[src/rtl/hwpe_ctrl_periph2reqrsp.sv]
// Bridges a HWPE periph-style request/grant port onto a reqrsp request/response pair.
// IDs of granted requests are kept in an in-order FIFO and attached to the returning responses.
module hwpe_ctrl_periph2reqrsp #(
  parameter int unsigned AddrWidth      = 32,
  parameter int unsigned DataWidth      = 32,
  parameter int unsigned IdWidth        = 8,
  parameter int unsigned MaxOutstanding = 4
) (
  input  logic                   clk_i,
  input  logic                   rst_ni,
  input  logic                   periph_req_i,
  output logic                   periph_gnt_o,
  input  logic [AddrWidth-1:0]   periph_add_i,
  input  logic                   periph_wen_i,
  input  logic [DataWidth/8-1:0] periph_be_i,
  input  logic [DataWidth-1:0]   periph_data_i,
  input  logic [IdWidth-1:0]     periph_id_i,
  output logic [DataWidth-1:0]   periph_r_data_o,
  output logic                   periph_r_valid_o,
  output logic [IdWidth-1:0]     periph_r_id_o,
  output logic [AddrWidth-1:0]   q_addr_o,
  output logic                   q_write_o,
  output logic [DataWidth/8-1:0] q_strb_o,
  output logic [DataWidth-1:0]   q_data_o,
  output logic                   q_valid_o,
  input  logic                   q_ready_i,
  input  logic [DataWidth-1:0]   p_data_i,
  input  logic                   p_valid_i,
  output logic                   p_ready_o,
  output logic                   busy_o,
  output logic                   err_o
);

  localparam int unsigned CntWidth = $clog2(MaxOutstanding + 1);
  localparam int unsigned PtrWidth = (MaxOutstanding > 1) ? $clog2(MaxOutstanding) : 1;
  localparam logic [CntWidth-1:0] CntMax  = CntWidth'(MaxOutstanding);
  localparam logic [PtrWidth-1:0] PtrLast = PtrWidth'(MaxOutstanding - 1);

  // Depth need not be a power of two, so wrap explicitly at the last slot.
  function automatic logic [PtrWidth-1:0] ptr_next(input logic [PtrWidth-1:0] ptr);
    logic [PtrWidth-1:0] nxt;
    if (ptr == PtrLast) begin
      nxt = '0;
    end else begin
      nxt = ptr + PtrWidth'(1);
    end
    return nxt;
  endfunction

  logic [CntWidth-1:0] count;
  logic [CntWidth-1:0] count_next;
  logic [PtrWidth-1:0] wr_ptr;
  logic [PtrWidth-1:0] rd_ptr;
  logic [IdWidth-1:0]  id_mem [MaxOutstanding];
  logic                full;
  logic                empty;
  logic                push;
  logic                pop;
  logic                r_valid;
  logic [DataWidth-1:0] r_data;
  logic [IdWidth-1:0]  r_id;
  logic                err;

  assign full  = (count == CntMax);
  assign empty = (count == '0);

  assign q_valid_o    = periph_req_i & ~full;
  assign q_addr_o     = periph_add_i;
  assign q_write_o    = ~periph_wen_i;
  assign q_strb_o     = periph_be_i;
  assign q_data_o     = periph_data_i;
  assign periph_gnt_o = q_valid_o & q_ready_i;
  assign p_ready_o    = 1'b1;
  assign busy_o       = ~empty;

  // Pop sees only the pre-edge count: a same-cycle push cannot satisfy it.
  assign push = periph_gnt_o;
  assign pop  = p_valid_i & ~empty;

  assign periph_r_valid_o = r_valid;
  assign periph_r_data_o  = r_data;
  assign periph_r_id_o    = r_id;
  assign err_o            = err;

  // Outstanding counter update.
  always_comb begin
    count_next = count;
    case ({push, pop})
      2'b10:   count_next = count + CntWidth'(1);
      2'b01:   count_next = count - CntWidth'(1);
      default: count_next = count;
    endcase
  end

  // Counter and FIFO pointers.
  always_ff @(posedge clk_i or negedge rst_ni) begin
    if (!rst_ni) begin
      count  <= '0;
      wr_ptr <= '0;
      rd_ptr <= '0;
    end else begin
      count <= count_next;
      if (push) begin
        wr_ptr <= ptr_next(wr_ptr);
      end
      if (pop) begin
        rd_ptr <= ptr_next(rd_ptr);
      end
    end
  end

  // ID storage.
  always_ff @(posedge clk_i or negedge rst_ni) begin
    if (!rst_ni) begin
      for (int i = 0; i < MaxOutstanding; i++) begin
        id_mem[i] <= '0;
      end
    end else if (push) begin
      id_mem[wr_ptr] <= periph_id_i;
    end
  end

  // Response path: one-cycle pulse carrying data and the head ID.
  always_ff @(posedge clk_i or negedge rst_ni) begin
    if (!rst_ni) begin
      r_valid <= 1'b0;
      r_data  <= '0;
      r_id    <= '0;
    end else begin
      r_valid <= pop;
      if (pop) begin
        r_data <= p_data_i;
        r_id   <= id_mem[rd_ptr];
      end
    end
  end

  // A response with nothing outstanding is a protocol violation; stays set until reset.
  always_ff @(posedge clk_i or negedge rst_ni) begin
    if (!rst_ni) begin
      err <= 1'b0;
    end else if (p_valid_i && empty) begin
      err <= 1'b1;
    end
  end

endmodule

[config.mk]
export PLATFORM = sky130hd
export DESIGN_NAME = hwpe_ctrl_periph2reqrsp
export DESIGN_NICKNAME = d
export VERILOG_FILES = /design/src/rtl/hwpe_ctrl_periph2reqrsp.sv
export SDC_FILE = /design/constraint.sdc
export NUM_CORES = 1
export LEC_CHECK = 0
export CAP_MARGIN = 15
export CORE_ASPECT_RATIO = 2
export CORE_MARGIN = 1.5
export CORE_UTILIZATION = 42
export DETAILED_ROUTE_END_ITERATION = 16
export PLACE_DENSITY = 0.92
export SETUP_SLACK_MARGIN = 0.15
export SYNTH_ARGS = -nofsm -noshare
export SYNTH_HDL_FRONTEND = slang
export SYNTH_SLANG_ARGS = --single-unit
[constraint.sdc]
create_clock -name clk_i -period 4.2 [get_ports clk_i]
set_input_delay 0.84 -clock clk_i [delete_from_list [all_inputs] [get_ports clk_i]]
set_output_delay 0.84 -clock clk_i [all_outputs]
set_load 0.01 [all_outputs]
==> impl_metrics.tcl, run 1 <==
set metrics [dict create \
    cts.htree.levels 3 \
    critPathMaxStageDelay_ns 0.77 \
    post-cts-setup-buffer-count 0 \
    outcome "complete, no violations" \
    nets 422 \
    synthAdderAreaFrac_pct 2.380 \
    p_total_w 0.003216 \
    drive_above_1_share_pct 35.74 \
    syn_nets 398 \
    place.gp.congestion 0.6766 \
    routedWlPerCell_um 18.87 \
    cp.arrival_ns 2.39 \
    syn_area_per_cell_um2 14.42 \
    yosys.area_share.simple_pct 3.821 \
    use_met3_pct 3.788 \
    synth_compound_area_share_pct 0.1879 \
    critPathLaunchType "primary input" \
    fmax_ghz 0.3094 \
    clk_latency_ns 0.33 \
    finalSetupViolCount 0 \
    cp-end-kind "primary output" \
    peakVddDrop_mv 0.3619 \
    finalCriticalPeriod_ns 3.232 \
    grt_util_met2_pct 26.90 \
    reg2regPathDepth 9 \
    synth_edf_count 0 \
    synth_seq_area_share_pct 50.74 \
    postSynthCellCount 277 \
    synth-seq-cells 81 \
    drv_cap 0 \
    setup_tns_ns 0 \
    overflow 0 \
    portBuffers 91 \
    synthArstFlopShare_pct 100.0 \
    drt_iter0_drc 74 \
    worstMarginPinSlew_ns 1.005 \
    drc 0 \
    cp_slowest_cell "clkdlybuf4s50_1" \
    first_global_vias 2469 \
    synth-xor-area-share_pct 0.6577 \
    final_util_pct 50.44 \
    grt_pass1_wl_um 12160 \
    io_pins 229 \
    dp_hpwl_um 5601 \
    drt-total-wl_um 7716 \
    holdPathStages 1 \
    area_delta_synth_final_pct 17.69 \
    period_share_pct 76.96 \
    rsz0062_at_grt "false" \
    core_mm2 0.009321 \
    path_max_fanout 6 \
    cts_resized 0 \
    met1_usage_pct 15.78 \
    first_pass_iters 3 \
    slew_headroom_pct 33.00 \
    yosys_warnings 0 \
    synth_ff_type "dfrtp_1" \
    grt_usage_pct 16.09 \
    hold_class "reg -> reg" \
    setup.worst_path.class "in -> out" \
    power.density_mw_per_mm2 684.0 \
    p_leak_nw 1.992 \
    ant_nets 0 \
    cpLargestDelayFamily "buffers and inverters" \
    clkSlewWorstSetupHoldPaths_ns 0.06 \
    cts_tree "done" \
    grt_max_degree 82 \
    root_buffer "clkbuf_16" \
    fill_cells 788 \
    cts_buffer_depth 2 \
    via_count 2121 \
    top_usage_layer "met2" \
    antenna_found_initial 0 \
    crit_chain "clkdlybuf4s50_1, nand3_4, inv_4, clkdlybuf4s50_1" \
    holdBufCountCts 0 \
    die_area_mm2 0.01014 \
    num_antenna_cells 0 \
    die_w_um 71.97 \
    path_buf_inv 3 \
    start_util_pct 42.86 \
    row_count 50 \
    synth_top_family_by_area "multiplexers" \
    critPathMostFrequentCell "clkdlybuf4s50_1" \
    cp.required_ns 3.36 \
    clock_skew_ns 0.005634 \
    viasPerCell 5.186 \
    synth_mux_area_share_pct 26.37 \
    slew_violations 0 \
    die_h_um 140.9 \
    cts_made_buffers 9 \
    syn-cell-area_mm2 0.003995 \
    ys_types 24 \
    worst_hold_slack_ns 0.4850 \
    finalHoldViolations 0 \
    path_depth 4 \
    cts_sinks 81 \
]
## routing by layer
metal  part of all wire (%)  vias to the layer above
met3                    5.6                       63
met4                    8.4                        0
met5                      0                        -
met1                     31                     1054
li1                       -                      924
met2                     54                       80
## path summary, 6_finish.rpt
check                             start             endpoint  slack (ns)
max                        periph_req_i         periph_gnt_o        0.97
min                               err_o                err_o        0.49
max reg2reg                    count[0]             count[2]        1.76
min reg2reg                       err_o                err_o        0.49
max in group asynchronous        rst_ni     periph_r_id_o[2]        2.86
min in group asynchronous        rst_ni  periph_r_data_o[22]        0.67
## where the power goes
part	leakage, nW	switching (W)	internal [W]
logic	0.901	0.000429	0.000770
clock network	0.131	0.000293	0.000393
registers	0.960	0.000216	0.00111
## cells by family after synthesis
logic type               after synthesis
AO/OA/AOI/OAI                          1
XOR/XNOR                               3
adder cells (fa/ha/maj)                7
buffers and inverters                 87
flip-flops                            81
multiplexers                          85
other                                  1
AND/OR/NAND/NOR                       12
## sequential cells by signal, indices dropped and copies added (netlist names)
name,count
err_o,1
periph_r_valid_o,1
wr_ptr,2
rd_ptr,2
id_mem,32
periph_r_id_o,8
count,3
periph_r_data_o,32
## metrics by stage
step / setup slack (ns) / instance area, um2 / std cells
after floorplan: 2.024 / 3995 / 277
after global placement: 0.9929 / 4441 / 394
after detailed placement: 0.9549 / 4441 / 394
after CTS: 0.9466 / 4702 / 409
after global routing: 0.9153 / 4702 / 409
final: 0.9677 / 4702 / 409
## cell usage in the layout (no fill, tap or decap), drive strengths merged
master / instances
conb: 1
xnor2: 1
fa: 1
o21bai: 1
mux4: 8
nor2: 3
clkinv: 5
inv: 9
or3b: 1
mux2i: 1
buf: 1
nand3: 1
nand4: 4
mux2: 76
xor2: 2
nand2: 1
dfrtp: 81
clkinvlp: 1
clkdlybuf4s50: 90
clkbuf: 9
and2: 1
ha: 6
or3: 1
## cell usage after synthesis, drive strengths merged (2+ instances only)
master   n  area, um2
buf     78      593.1
ha       6      75.07
inv      9      36.29
nor2     3      11.26
mux4     8      180.2
xor2     2      17.52
dfrtp   81       2027
nand4    4      85.08
mux2    76      863.3
## area by class of cell
type	count	area, um2	share of cell area (%)
multi-input cells	109	1339	28.47
clock buffers	9	225.2	4.790
repair buffers	91	908.4	19.32
inverters	9	36.28	0.7717
well taps	104	130.1	2.767
flip-flops and latches	81	2027	43.11
clock inverters	6	36.28	0.7717
## worst reg2reg max path: cells and delay by family (launching register included)
kind / cells / cell delay, ns
and+or+nand+nor: 3 / 0.95
adders and majority gates: 2 / 0.42
DFF: 1 / 0.41
xor gates and xnor gates: 2 / 0.31
buffers and inverters: 2 / 0.22
Power figures use the tool's default switching activity.
==> inputs of run 2 (changes only) <==
--- a/config.mk
+++ b/config.mk
@@ -8,9 +8,9 @@
 export CAP_MARGIN = 15
 export CORE_ASPECT_RATIO = 2
 export CORE_MARGIN = 1.5
-export CORE_UTILIZATION = 42
+export CORE_UTILIZATION = 35
 export DETAILED_ROUTE_END_ITERATION = 16
-export PLACE_DENSITY = 0.92
+export PLACE_DENSITY = 0.83
 export SETUP_SLACK_MARGIN = 0.15
 export SYNTH_ARGS = -nofsm -noshare
 export SYNTH_HDL_FRONTEND = slang
==> constraint.sdc (replaced) <==
create_clock -name clk_i -period 2.8 [get_ports clk_i]
set_input_delay 0.56 -clock clk_i [delete_from_list [all_inputs] [get_ports clk_i]]
set_output_delay 0.56 -clock clk_i [all_outputs]
set_load 0.01 [all_outputs]
==> run 2 against run 1 <==
Against the previous run:
- global-route usage decreased by 2.0 points
- count of clock-buffer cells in the layout increased by 1
- first-iteration DRC count increased by 5.4%
- flip-flop and latch count unchanged
- clock power increased by 73%
- final cell count increased by 11%
- final area increased by 2.9%
- sequential power increased by 50%
- register-to-register slack got worse by 1.1 ns
- utilization decreased by 7.3 points
- combinational power increased by 53%
- highest routed layer unchanged
==> impl_metrics.tcl, run 2 (synthesis gave the netlist of run 1 again) <==
set metrics [dict create \
    cts_tree "done" \
    cts_buffer_depth 2 \
    die_h_um 154.1 \
    drc 0 \
    nets 426 \
    final_cell_mix "clkdlybuf4s50_1, dfrtp_1, mux2_2" \
    drive_above_1_share_pct 37.10 \
    cts_made_buffers 9 \
    cp-startpoint "count[0]" \
    antenna_found_initial 0 \
    crit_chain "or3b_4, and2_2, clkdlybuf4s50_1" \
    clock_skew_ns 0.006037 \
    critPathLaunchType "flip-flop" \
    clk_latency_ns 0.33 \
    peakVddDrop_mv 0.4051 \
    post-place-cells 436 \
    cp.required_ns 2.24 \
    path_max_fanout 6 \
    grt_pass1_wl_um 12740 \
    core_mm2 0.01122 \
    io_pins 229 \
    hold_class "in -> async" \
    fmax_ghz 0.4013 \
    layout_commonest_cell "clkdlybuf4s50_1" \
    via_count 2161 \
    ant_nets 0 \
    period_share_pct 89.01 \
    setup.worst_path.class "reg -> out" \
    finalCriticalPeriod_ns 2.492 \
    portBuffers 91 \
    row_count 55 \
    worstMarginPinSlew_ns 0.6201 \
    grt_usage_pct 14.07 \
    grt_max_degree 82 \
    cp-end-kind "primary output" \
    cp_slowest_cell "or3b_4" \
    drv_cap 0 \
    finalHoldViolations 0 \
    post-cts-setup-buffer-count 0 \
    slew_headroom_pct 58.66 \
    die_area_mm2 0.01210 \
    rsz0062_at_grt "false" \
    slew_violations 0 \
    cp.arrival_ns 1.93 \
    viasPerCell 4.781 \
    num_antenna_cells 0 \
    clkSlewWorstSetupHoldPaths_ns 0.06 \
    place.gp.congestion 0.7641 \
    p_leak_nw 2.035 \
    routedWlPerCell_um 18.02 \
    start_util_pct 35.62 \
    die_w_um 78.55 \
    outcome "complete, no violations" \
    finalSetupViolCount 0 \
    critPathMaxStageDelay_ns 0.49 \
    drt_iter0_drc 78 \
    first_global_vias 2453 \
    drt-total-wl_um 8144 \
    overflow 0 \
    setup_tns_ns 0 \
    fin_cells 452 \
    cts_sinks 81 \
    area_delta_synth_final_pct 21.08 \
    root_buffer "clkbuf_16" \
    first_pass_iters 4 \
    cts.htree.levels 3 \
    power.density_mw_per_mm2 1037 \
    dp_hpwl_um 5902 \
    regToRegStartpoint "count[0]" \
]
==> run 2: layout make-up <==
cell class | count | area, um2
well taps | 142 | 177.7
flip-flops and latches | 81 | 2027
clock inverters | 6 | 65.06
clock buffers | 10 | 239.0
repair buffers | 95 | 950.9
inverters | 9 | 36.28
multi-input cells | 109 | 1341
fillers | 1004 | 6380
==> run 2: final timing paths <==
check	to	slack, ns	depth (start not counted)
worst max register to register	count[2]	0.64	8
worst min register to register	count[2]	0.48	1
worst min-delay path	periph_r_data_o[17]	0.26	2
max in group asynchronous	periph_r_data_o[6]	2.19	2
worst max-delay path	q_valid_o	0.31	3
min in group clk_i	count[2]	0.48	1
==> run 2: routing by layer <==
| metal | vias up | part of all wire, % | track usage [%] |
|---|---|---|---|
| li1 | 922 | - | - |
| met1 | 1105 | 31 | 12.51 |
| met2 | 75 | 57 | 25.57 |
| met3 | 59 | 5.5 | 3.323 |
| met4 | 0 | 6.2 | 11.82 |
| met5 | - | 0 | 0 |
==> run 2: critical path, delay by kind of cell (launching register included) <==
| family | cells | cell delay [ns] |
|---|---|---|
| AND/OR/NAND/NOR | 2 | 0.71 |
| buffers and inverters | 1 | 0.48 |
| flip-flops | 1 | 0.42 |
==> run 2: what timing repair did <==
action,CTS,global route
resized for setup,1,0
hold buffers,0,0
setup endpoints to repair,1,0
==> run 2: power by group <==
group	leakage [nW]	total [W]	internal (W)	switching (W)
sequential	0.960	0.00200	0.00167	0.000328
clock	0.149	0.00119	0.000718	0.000474
combinational	0.926	0.00183	0.00117	0.000657
==> run 2: through the flow <==
stage / hold slack [ns] / setup WS, ns / utilization [%] / total power, W / area, um2
6_report: 0.2592 / 0.3078 / 43.12 / 0.005018 / 4837
5_1_grt: 0.2884 / 0.2451 / 43.12 / 0.005307 / 4837
4_1_cts: 0.2684 / 0.2846 / 43.12 / 0.005098 / 4837
3_5_place_dp: 0.4741 / 0.3790 / 40.39 / 0.003874 / 4531
3_3_place_gp: 0.4626 / 0.3669 / 40.39 / 0.003746 / 4531
2_1_floorplan: 0.2644 / 0.7547 / - / 0.003191 / 3995
